===== src/rtl/sc_scratchpad_pkg.sv =====
// Shared constants for the scratchpad register file: IR field positions,
// index derivation helpers and register names for the default configuration.
package sc_scratchpad_pkg;

  localparam int OP_HI     = 31;
  localparam int OP_LO     = 30;
  localparam int RD_HI     = 29;
  localparam int RD_LO     = 25;
  localparam int OP2_HI    = 24;
  localparam int OP2_LO    = 22;
  localparam int OP3_HI    = 24;
  localparam int OP3_LO    = 19;
  localparam int RS1_HI    = 18;
  localparam int RS1_LO    = 14;
  localparam int I_BIT     = 13;
  localparam int RS2_HI    = 4;
  localparam int RS2_LO    = 0;
  localparam int SIMM13_HI = 12;
  localparam int SIMM13_LO = 0;

  function automatic int idx_pc(input int num_general);
    return num_general;
  endfunction

  function automatic int idx_temp0(input int num_general);
    return num_general + 1;
  endfunction

  function automatic int idx_ir(input int num_general, input int num_temp);
    return num_general + num_temp + 1;
  endfunction

  function automatic int num_entries(input int num_general, input int num_temp);
    return idx_ir(num_general, num_temp) + 1;
  endfunction

  // Register names for NUM_GENERAL=32, NUM_TEMP=4
  localparam int R0    = 0;
  localparam int PC    = 32;
  localparam int TEMP0 = 33;
  localparam int TEMP1 = 34;
  localparam int TEMP2 = 35;
  localparam int TEMP3 = 36;
  localparam int IR    = 37;

endpackage


===== src/rtl/sc_scratchpad_readport.sv =====
// One combinational read port: index-to-data mux with optional forwarding
// of the write that is about to commit this cycle.
module sc_scratchpad_readport
  import sc_scratchpad_pkg::*;
#(
  parameter int DATAWIDTH_BUS = 32,
  parameter int NUM_ENTRIES   = 38,
  parameter int ADDRW         = 6,
  parameter int BYPASS        = 1
) (
  input  logic [DATAWIDTH_BUS-1:0] entries_i [NUM_ENTRIES],
  input  logic [ADDRW-1:0]         rd_addr_i,
  input  logic                     wr_fwd_i,
  input  logic [ADDRW-1:0]         wr_addr_i,
  input  logic [DATAWIDTH_BUS-1:0] wr_data_i,
  output logic [DATAWIDTH_BUS-1:0] rd_data_o,
  output logic                     rd_err_o
);

  logic in_range;

  assign in_range = int'(rd_addr_i) < NUM_ENTRIES;
  assign rd_err_o = !in_range;

  // wr_fwd_i already excludes r0, out-of-range indices and reset cycles
  always_comb begin
    rd_data_o = '0;
    if (in_range) begin
      rd_data_o = entries_i[rd_addr_i];
      if ((BYPASS != 0) && wr_fwd_i && (wr_addr_i == rd_addr_i)) begin
        rd_data_o = wr_data_i;
      end
    end
  end

endmodule


===== src/rtl/sc_scratchpad_regfile.sv =====
// ARC-style scratchpad register file: r0 constant, general registers, PC with
// auto-increment, temporaries and IR in one address space; 2 read, 1 write port.
module sc_scratchpad_regfile
  import sc_scratchpad_pkg::*;
#(
  parameter int                       DATAWIDTH_BUS        = 32,
  parameter int                       NUM_GENERAL          = 32,
  parameter int                       NUM_TEMP             = 4,
  parameter logic [DATAWIDTH_BUS-1:0] DATA_REGFIXED_INIT_0 = '0,
  parameter logic [DATAWIDTH_BUS-1:0] PC_RESET             = '0,
  parameter int                       PC_STEP              = 4,
  parameter int                       BYPASS               = 1,
  localparam int IDX_PC      = idx_pc(NUM_GENERAL),
  localparam int IDX_TEMP0   = idx_temp0(NUM_GENERAL),
  localparam int IDX_IR      = idx_ir(NUM_GENERAL, NUM_TEMP),
  localparam int NUM_ENTRIES = num_entries(NUM_GENERAL, NUM_TEMP),
  localparam int ADDRW       = $clog2(NUM_ENTRIES)
) (
  input  logic                     uDataPath_CLOCK_50,
  input  logic                     uDataPath_RESET_InHigh,
  input  logic [ADDRW-1:0]         SC_Scratchpad_WriteAddr,
  input  logic                     SC_Scratchpad_Write_InLow,
  input  logic [DATAWIDTH_BUS-1:0] SC_Scratchpad_DataBUS_In,
  input  logic                     SC_Scratchpad_PC_Inc,
  input  logic [ADDRW-1:0]         SC_Scratchpad_ReadAddrA,
  input  logic [ADDRW-1:0]         SC_Scratchpad_ReadAddrB,
  output logic [DATAWIDTH_BUS-1:0] SC_Scratchpad_DataBUS_OutA,
  output logic [DATAWIDTH_BUS-1:0] SC_Scratchpad_DataBUS_OutB,
  output logic [DATAWIDTH_BUS-1:0] SC_Scratchpad_PC_Out,
  output logic [1:0]               SC_Scratchpad_IR_Op,
  output logic [4:0]               SC_Scratchpad_IR_Rd,
  output logic [2:0]               SC_Scratchpad_IR_Op2,
  output logic [5:0]               SC_Scratchpad_IR_Op3,
  output logic [4:0]               SC_Scratchpad_IR_Rs1,
  output logic                     SC_Scratchpad_IR_I,
  output logic [4:0]               SC_Scratchpad_IR_Rs2,
  output logic [12:0]              SC_Scratchpad_IR_Simm13,
  output logic                     SC_Scratchpad_AddrErr
);

  // r0 is not stored; the PC slot of regs_q stays at reset value, pc_q holds the PC
  logic [DATAWIDTH_BUS-1:0] regs_q [1:NUM_ENTRIES-1];
  logic [DATAWIDTH_BUS-1:0] pc_q, pc_d;
  logic                     addr_err_q, addr_err_d;
  logic [DATAWIDTH_BUS-1:0] entries [NUM_ENTRIES];
  logic [DATAWIDTH_BUS-1:0] ir;
  logic                     wr_req, wr_in_range, wr_commit, wr_is_pc;
  logic                     rd_err_a, rd_err_b;

  assign wr_req      = !SC_Scratchpad_Write_InLow && !uDataPath_RESET_InHigh;
  assign wr_in_range = int'(SC_Scratchpad_WriteAddr) < NUM_ENTRIES;
  assign wr_commit   = wr_req && wr_in_range && (SC_Scratchpad_WriteAddr != '0);
  assign wr_is_pc    = int'(SC_Scratchpad_WriteAddr) == IDX_PC;

  always_comb begin
    pc_d = pc_q;
    if (wr_commit && wr_is_pc) begin
      pc_d = SC_Scratchpad_DataBUS_In;
    end else if (SC_Scratchpad_PC_Inc) begin
      pc_d = pc_q + DATAWIDTH_BUS'(PC_STEP);
    end
  end

  assign addr_err_d = addr_err_q || rd_err_a || rd_err_b || (wr_req && !wr_in_range);

  always_ff @(posedge uDataPath_CLOCK_50) begin
    if (uDataPath_RESET_InHigh) begin
      for (int i = 1; i < NUM_ENTRIES; i++) begin
        regs_q[i] <= '0;
      end
      pc_q       <= PC_RESET;
      addr_err_q <= 1'b0;
    end else begin
      if (wr_commit && !wr_is_pc) begin
        regs_q[SC_Scratchpad_WriteAddr] <= SC_Scratchpad_DataBUS_In;
      end
      pc_q       <= pc_d;
      addr_err_q <= addr_err_d;
    end
  end

  always_comb begin
    entries[0] = DATA_REGFIXED_INIT_0;
    for (int i = 1; i < NUM_ENTRIES; i++) begin
      entries[i] = (i == IDX_PC) ? pc_q : regs_q[i];
    end
  end

  sc_scratchpad_readport #(
    .DATAWIDTH_BUS(DATAWIDTH_BUS), .NUM_ENTRIES(NUM_ENTRIES), .ADDRW(ADDRW), .BYPASS(BYPASS)
  ) u_port_a (
    .entries_i (entries),
    .rd_addr_i (SC_Scratchpad_ReadAddrA),
    .wr_fwd_i  (wr_commit),
    .wr_addr_i (SC_Scratchpad_WriteAddr),
    .wr_data_i (SC_Scratchpad_DataBUS_In),
    .rd_data_o (SC_Scratchpad_DataBUS_OutA),
    .rd_err_o  (rd_err_a)
  );

  sc_scratchpad_readport #(
    .DATAWIDTH_BUS(DATAWIDTH_BUS), .NUM_ENTRIES(NUM_ENTRIES), .ADDRW(ADDRW), .BYPASS(BYPASS)
  ) u_port_b (
    .entries_i (entries),
    .rd_addr_i (SC_Scratchpad_ReadAddrB),
    .wr_fwd_i  (wr_commit),
    .wr_addr_i (SC_Scratchpad_WriteAddr),
    .wr_data_i (SC_Scratchpad_DataBUS_In),
    .rd_data_o (SC_Scratchpad_DataBUS_OutB),
    .rd_err_o  (rd_err_b)
  );

  assign ir                      = regs_q[IDX_IR];
  assign SC_Scratchpad_PC_Out    = pc_q;
  assign SC_Scratchpad_AddrErr   = addr_err_q;
  assign SC_Scratchpad_IR_Op     = ir[OP_HI:OP_LO];
  assign SC_Scratchpad_IR_Rd     = ir[RD_HI:RD_LO];
  assign SC_Scratchpad_IR_Op2    = ir[OP2_HI:OP2_LO];
  assign SC_Scratchpad_IR_Op3    = ir[OP3_HI:OP3_LO];
  assign SC_Scratchpad_IR_Rs1    = ir[RS1_HI:RS1_LO];
  assign SC_Scratchpad_IR_I      = ir[I_BIT];
  assign SC_Scratchpad_IR_Rs2    = ir[RS2_HI:RS2_LO];
  assign SC_Scratchpad_IR_Simm13 = ir[SIMM13_HI:SIMM13_LO];

endmodule


===== config.mk =====
export PLATFORM = sky130hd
export DESIGN_NAME = sc_scratchpad_regfile
export DESIGN_NICKNAME = d
export VERILOG_FILES = /design/src/rtl/sc_scratchpad_pkg.sv /design/src/rtl/sc_scratchpad_readport.sv /design/src/rtl/sc_scratchpad_regfile.sv
export SDC_FILE = /design/constraint.sdc
export NUM_CORES = 2
export LEC_CHECK = 0
export ABC_AREA = 1
export CELL_PAD_IN_SITES_DETAIL_PLACEMENT = 0
export CELL_PAD_IN_SITES_GLOBAL_PLACEMENT = 2
export CORE_ASPECT_RATIO = 1.2
export CORE_MARGIN = 2
export CORE_UTILIZATION = 40
export DETAILED_ROUTE_END_ITERATION = 7
export PLACE_DENSITY = 0.83
export REMOVE_ABC_BUFFERS = 1
export SYNTH_ARGS = -nofsm -noshare
export SYNTH_HDL_FRONTEND = slang
export SYNTH_SLANG_ARGS = --single-unit

===== constraint.sdc =====
create_clock -name uDataPath_CLOCK_50 -period 5.57 [get_ports uDataPath_CLOCK_50]
set_input_delay 1.671 -clock uDataPath_CLOCK_50 [delete_from_list [all_inputs] [get_ports uDataPath_CLOCK_50]]
set_output_delay 1.671 -clock uDataPath_CLOCK_50 [all_outputs]
set_load 0.02 [all_outputs]

## Yosys cells after proc, flatten, opt, wreduce, memory -nomap -nowiden

Memories as Yosys holds them, arrays and structs flattened.
Index checks and enable logic that the tools add are counted.

- Bits in writable memories: 1184
- Memories kept: 1
- Register bits: 33
- Bits of input ports: 54
- Bits in latches: 0
- Logic and storage cells: 54
- Memory bits (read-only): 0

Memories:

| memory | depth | width | rd ports | clocked after Yosys merged registers in | write ports | RTL line | text |
|---|---|---|---|---|---|---|---|
| regs_q | 37 | 32 | 36 | 0 | 37 | sc_scratchpad_regfile.sv:42 | `logic [DATAWIDTH_BUS-1:0] regs_q [1:NUM_ENTRIES-1];` |

- Divide/modulo/power cells: 0
- Reduce and logical (&&, ||, !) cells: 20
- Add/sub/neg operators: 1
- Multipliers: 0
- Equal/unequal tests: 3
- Bitwise logic cells: 2
- Shift operators: 0
- Muxes and demuxes: 20
- Order comparisons: 5

Operators with widths:

| operator | number |
|---|---|
| binary-select mux 32 bit (select 6 bit) | 2 |
| two-way mux 32 bit | 11 |
| adder 32 x 3 -> 32 bit (second input constant) | 1 |
| OR reduction 32 bit | 1 |
| less-than comparator 6 bit (second input constant) | 3 |
| >= comparator 7 bit (second input constant) | 2 |
| NOT 6 -> 7 bit | 2 |
| equality test 6 bit | 2 |
| logical AND 1 bit | 8 |
| equality test 6 bit (second input constant) | 1 |
| zero test 1 bit | 6 |
| two-way mux 1 bit | 6 |
| two-way mux 6 bit | 1 |
| nonzero test 6 bit | 1 |
| logical OR 1 bit | 3 |
| nonzero test 2 bit | 1 |

## Logic depth before layout (Yosys ltp)

- Word-level depth: 10
- Depth in mapped cells: 14

## Cells and area by module

A second synthesis with hierarchy kept.

- Cells, all modules: 9569
- Area, all modules: 70597.7 um2

Modules (own cells, without submodules):

| module | seq. area each (um2) | cells an instance | area each (um2) | instances |
|---|---|---|---|---|
| sc_scratchpad_regfile | 35253.8 | 3145 | 43396.6 | 1 |
| sc_scratchpad_readport | 0.0 | 3212 | 13600.5 | 2 |

## Worst setup path before layout

Ideal clock, no wire load.

- Path type: input to output
- Start: in SC_Scratchpad_ReadAddrB[0]
- End: out SC_Scratchpad_DataBUS_OutB[1]
- Stages on the path: 12
- Required time: 3.899 ns
- Arrival: 3.371 ns
- Slack: 0.528 ns
- Path buffers: 4
- Path through: clkbuf_1 buf_2 clkbuf_1 clkbuf_1 o211ai_1 nand2_1 nand2_1 nand2_1 nand2_1 nand2_1 inv_1 a21oi_1

- Longest elaborated chain between the ends: 6

Ends and longest elaborated chain:

| item | RTL line | text |
|---|---|---|
| from (decl) | sc_scratchpad_regfile.sv:26 | `input logic [ADDRW-1:0] SC_Scratchpad_ReadAddrB,` |
| NOT 6 -> 7 bit (implied by the code) | sc_scratchpad_readport.sv:29 | `rd_data_o = entries_i[rd_addr_i];` |
| binary-select mux 32 bit (select 6 bit) | sc_scratchpad_readport.sv:29 |  |
| two-way mux 32 bit (implied by the code) (2 in a row) | sc_scratchpad_readport.sv:29 |  |
| two-way mux 32 bit | sc_scratchpad_readport.sv:30 | `if ((BYPASS != 0) && wr_fwd_i && (wr_addr_i == rd_addr_i)) begin` |
| two-way mux 32 bit * | sc_scratchpad_readport.sv:28 | `if (in_range) begin` |
| to (decl) | sc_scratchpad_regfile.sv:28 | `output logic [DATAWIDTH_BUS-1:0] SC_Scratchpad_DataBUS_OutB,` |

Mark *: on every way between the ends. The rest lies on a longest branch, timed or not. The select of a mux whose other input is x is not followed.

## Worst setup path after layout

- Start: in SC_Scratchpad_ReadAddrB[0]
- End: out SC_Scratchpad_DataBUS_OutB[19]

Same word-level chain as after synthesis.

==> impl_metrics.tcl <==
set metrics [dict create \
    status "finished with violations" \
    violations "setup timing" \
    min_path_cells 2 \
    p_leak_nw 34.8 \
    core_um2 168000 \
    slew_headroom_pct 24.9 \
    crit_path_max_incr_delay_ns 0.36 \
    overflow 0 \
    synth.distinct_cells 32 \
    layout.nets 9208 \
    antenna_found_initial 7 \
    initial_core_util_pct 40.2 \
    fin_crit_ns 5.58 \
    ant_nets 0 \
    yosys_most_used_dff "edfxtp_1" \
    gp_congestion 0.947 \
    cts_tree "done" \
    drc 0 \
    io-pin-count 191 \
    fin_tns_setup_ns -0.0337 \
    path_cells "buf_12 -> inv_8 -> buf_16 -> buf_12 -> nand2_1 -> nand3_1 -> nand3_1 -> nand2_1 -> nand2_1 -> nand3_1 -> nand2_2 -> a21oi_1 -> dlygate4sd2_1" \
    cts_root_buf "clkbuf_16" \
    cts.htree.levels 4 \
    final_cell_area_um2 81900 \
    yosysWarnings 0 \
    vias_per_cell 5.80 \
    finalWorstSetupSlack_ns -0.0142 \
    syn_area_per_cell_um2 7.62 \
    p_per_area_nw_per_um2 286 \
    die_x_um 380 \
    first_pass_iters 6 \
    finalMaxSlewViolations 0 \
    crit_slowest_cell "dlygate4sd2_1" \
    setup_viol 4 \
    rsz0062_at_grt "yes" \
    critPathLaunchType "input pin" \
    die_h_um 455 \
    insertion_delay_ns 0.81 \
    worstPathArrival_ns 3.91 \
    ir_drop_uv 303 \
    finalHoldViolations 0 \
    clk_pin_slew_ns 0.06 \
    ys_async_sr_fraction_pct 0 \
    grt_max_degree 74 \
    core.rowCount 165 \
    tightest_slew_ns 1.13 \
    grt_pass1_wl_mm 457 \
    cp.required_ns 3.90 \
    hold_path.class "flip-flop to flip-flop" \
    end_kind "output pin" \
    mostFrequentLayoutCell "nand2_1" \
    synth-edff-count 1152 \
    drtIter0Drc 7901 \
    clock_path_buffers 3 \
    final.setup_skew_ns 0.00762 \
    grt_pass1_vias 63200 \
    vias 66800 \
    yosysSeqAreaShare_pct 52.0 \
    cts_buffers 139 \
    routed_wl_mm 328 \
    ys_seq_elements 1185 \
    max_freq_mhz 179 \
    syn2layout_area_growth_pct 20.8 \
    placed_area_um2 76700 \
    n_fill_cell 16400 \
    drive_above_1_share_pct 12.5 \
    io_buffers 190 \
    final_util_pct 48.6 \
    synth_area_um2 67800 \
    die_area_um2 173000 \
    worstPathMaxFanout 30 \
    cts_hold_buf 0 \
    period_share_pct 100 \
    clock-sinks 1185 \
    grt_use_total_pct 36.8 \
    synth_cells 8899 \
    critical_path_class "input pin to output pin" \
    hpwl_mm 212 \
    routedWlPerCell_um 28.4 \
    mostFrequentLayoutCells "2,329 x nand2_1, 1,662 x nor2_1, 1,152 x edfxtp_1, 1,127 x nand3_1, 529 x buf_4" \
    total_power_mw 23.4 \
    max-cap-violations 0 \
    worst_r2r_path_depth 8 \
]
## final timing paths
kind / start / to / slack [ns]
worst max-delay path: SC_Scratchpad_ReadAddrB[0] / SC_Scratchpad_DataBUS_OutB[19] / -0.01
worst min-delay path: SC_Scratchpad_AddrErr / SC_Scratchpad_AddrErr / 0.61
worst max register to register: SC_Scratchpad_PC_Out[2] / SC_Scratchpad_PC_Out[22] / 3.19
worst min register to register: SC_Scratchpad_AddrErr / SC_Scratchpad_AddrErr / 0.61
## worst max-delay path, delay by kind of cell
family,cells,cell delay (ns)
buffers and inverters,5,1.11
AND/OR/NAND/NOR,7,0.81
AO/OA/AOI/OAI,1,0.20
## per-stage QoR
stage	instances	worst slack (ns)	hold slack, ns
after floorplan	8107	-5.09	0.570
after global placement	11300	-0.554	0.569
after detailed placement	11300	-0.585	0.574
after CTS	11500	0.00200	0.590
after global routing	11500	-0.0706	0.629
final	11500	-0.0142	0.605
## metal layers
metal / vias up / wire length [um] / global-route usage [%]
met5: - / 64 / 0
met4: 10 / 19700 / 19.8
met3: 952 / 33300 / 7.52
met2: 3877 / 150000 / 59.8
met1: 32300 / 124000 / 46.2
li1: 29600 / - / -
## layout make-up
type                    count  area, um^2  area share, %
clock inverters            56         507          0.619
diodes                      5        12.5         0.0153
flip-flops and latches   1185       35300           43.1
inverters                 567        2190           2.67
multi-input cells        6355       27600           33.8
clock buffers             194        3910           4.77
well taps                2254        2820           3.44
repair buffers            905        9560           11.7
## synthesized netlist by cell type (8+ instances only)
cell	count	share of area [%]
inv_1	524	2.9
clkinv_1	11	0.061
buf_4	71	0.79
nand2_1	2422	13
or2_2	8	0.074
buf_2	73	0.54
nand3_1	1151	8.5
edfxtp_1	1152	51
dfxtp_1	33	0.97
nor2_1	1674	9.3
o21ai_0	382	2.8
nor3_1	115	0.85
o211ai_1	97	1.1
nand4_1	11	0.10
xor2_1	15	0.19
inv_2	32	0.18
a21oi_1	449	3.3
clkbuf_1	579	3.2
buf_1	69	0.38
## power breakdown
group | internal [mW] | switching, mW | total [mW]
Combinational | 1.20 | 2.62 | 3.82
Clock | 5.26 | 3.91 | 9.17
Sequential | 10.2 | 0.222 | 10.4
## logic make-up (layout without fill, tap and decap cells)
kind of cell / count (synthesis) / count (layout) / share of synthesized area, %
compound gates: 937 / 937 / 7.30
xor+xnor: 22 / 22 / 0.284
fa+ha+maj: 1 / 1 / 0.0185
buf+inv: 1359 / 1722 / 8.05
flops: 1185 / 1185 / 52.0
other cells: 0 / 5 / 0
simple gates: 5395 / 5395 / 32.4
## flip-flops by register name, indices dropped and copies added (netlist names)
name	flops
SC_Scratchpad_PC_Out	32
SC_Scratchpad_AddrErr	1
regs_q	1152
## repair_timing
item                                    CTS  global route
gates cloned                              2             5
setup buffers                             0             4
pin swaps                                 2             4
resized for setup                       173            99
endpoints found under the setup margin   64            62
Note: power is estimated with default switching activity, not from simulation.
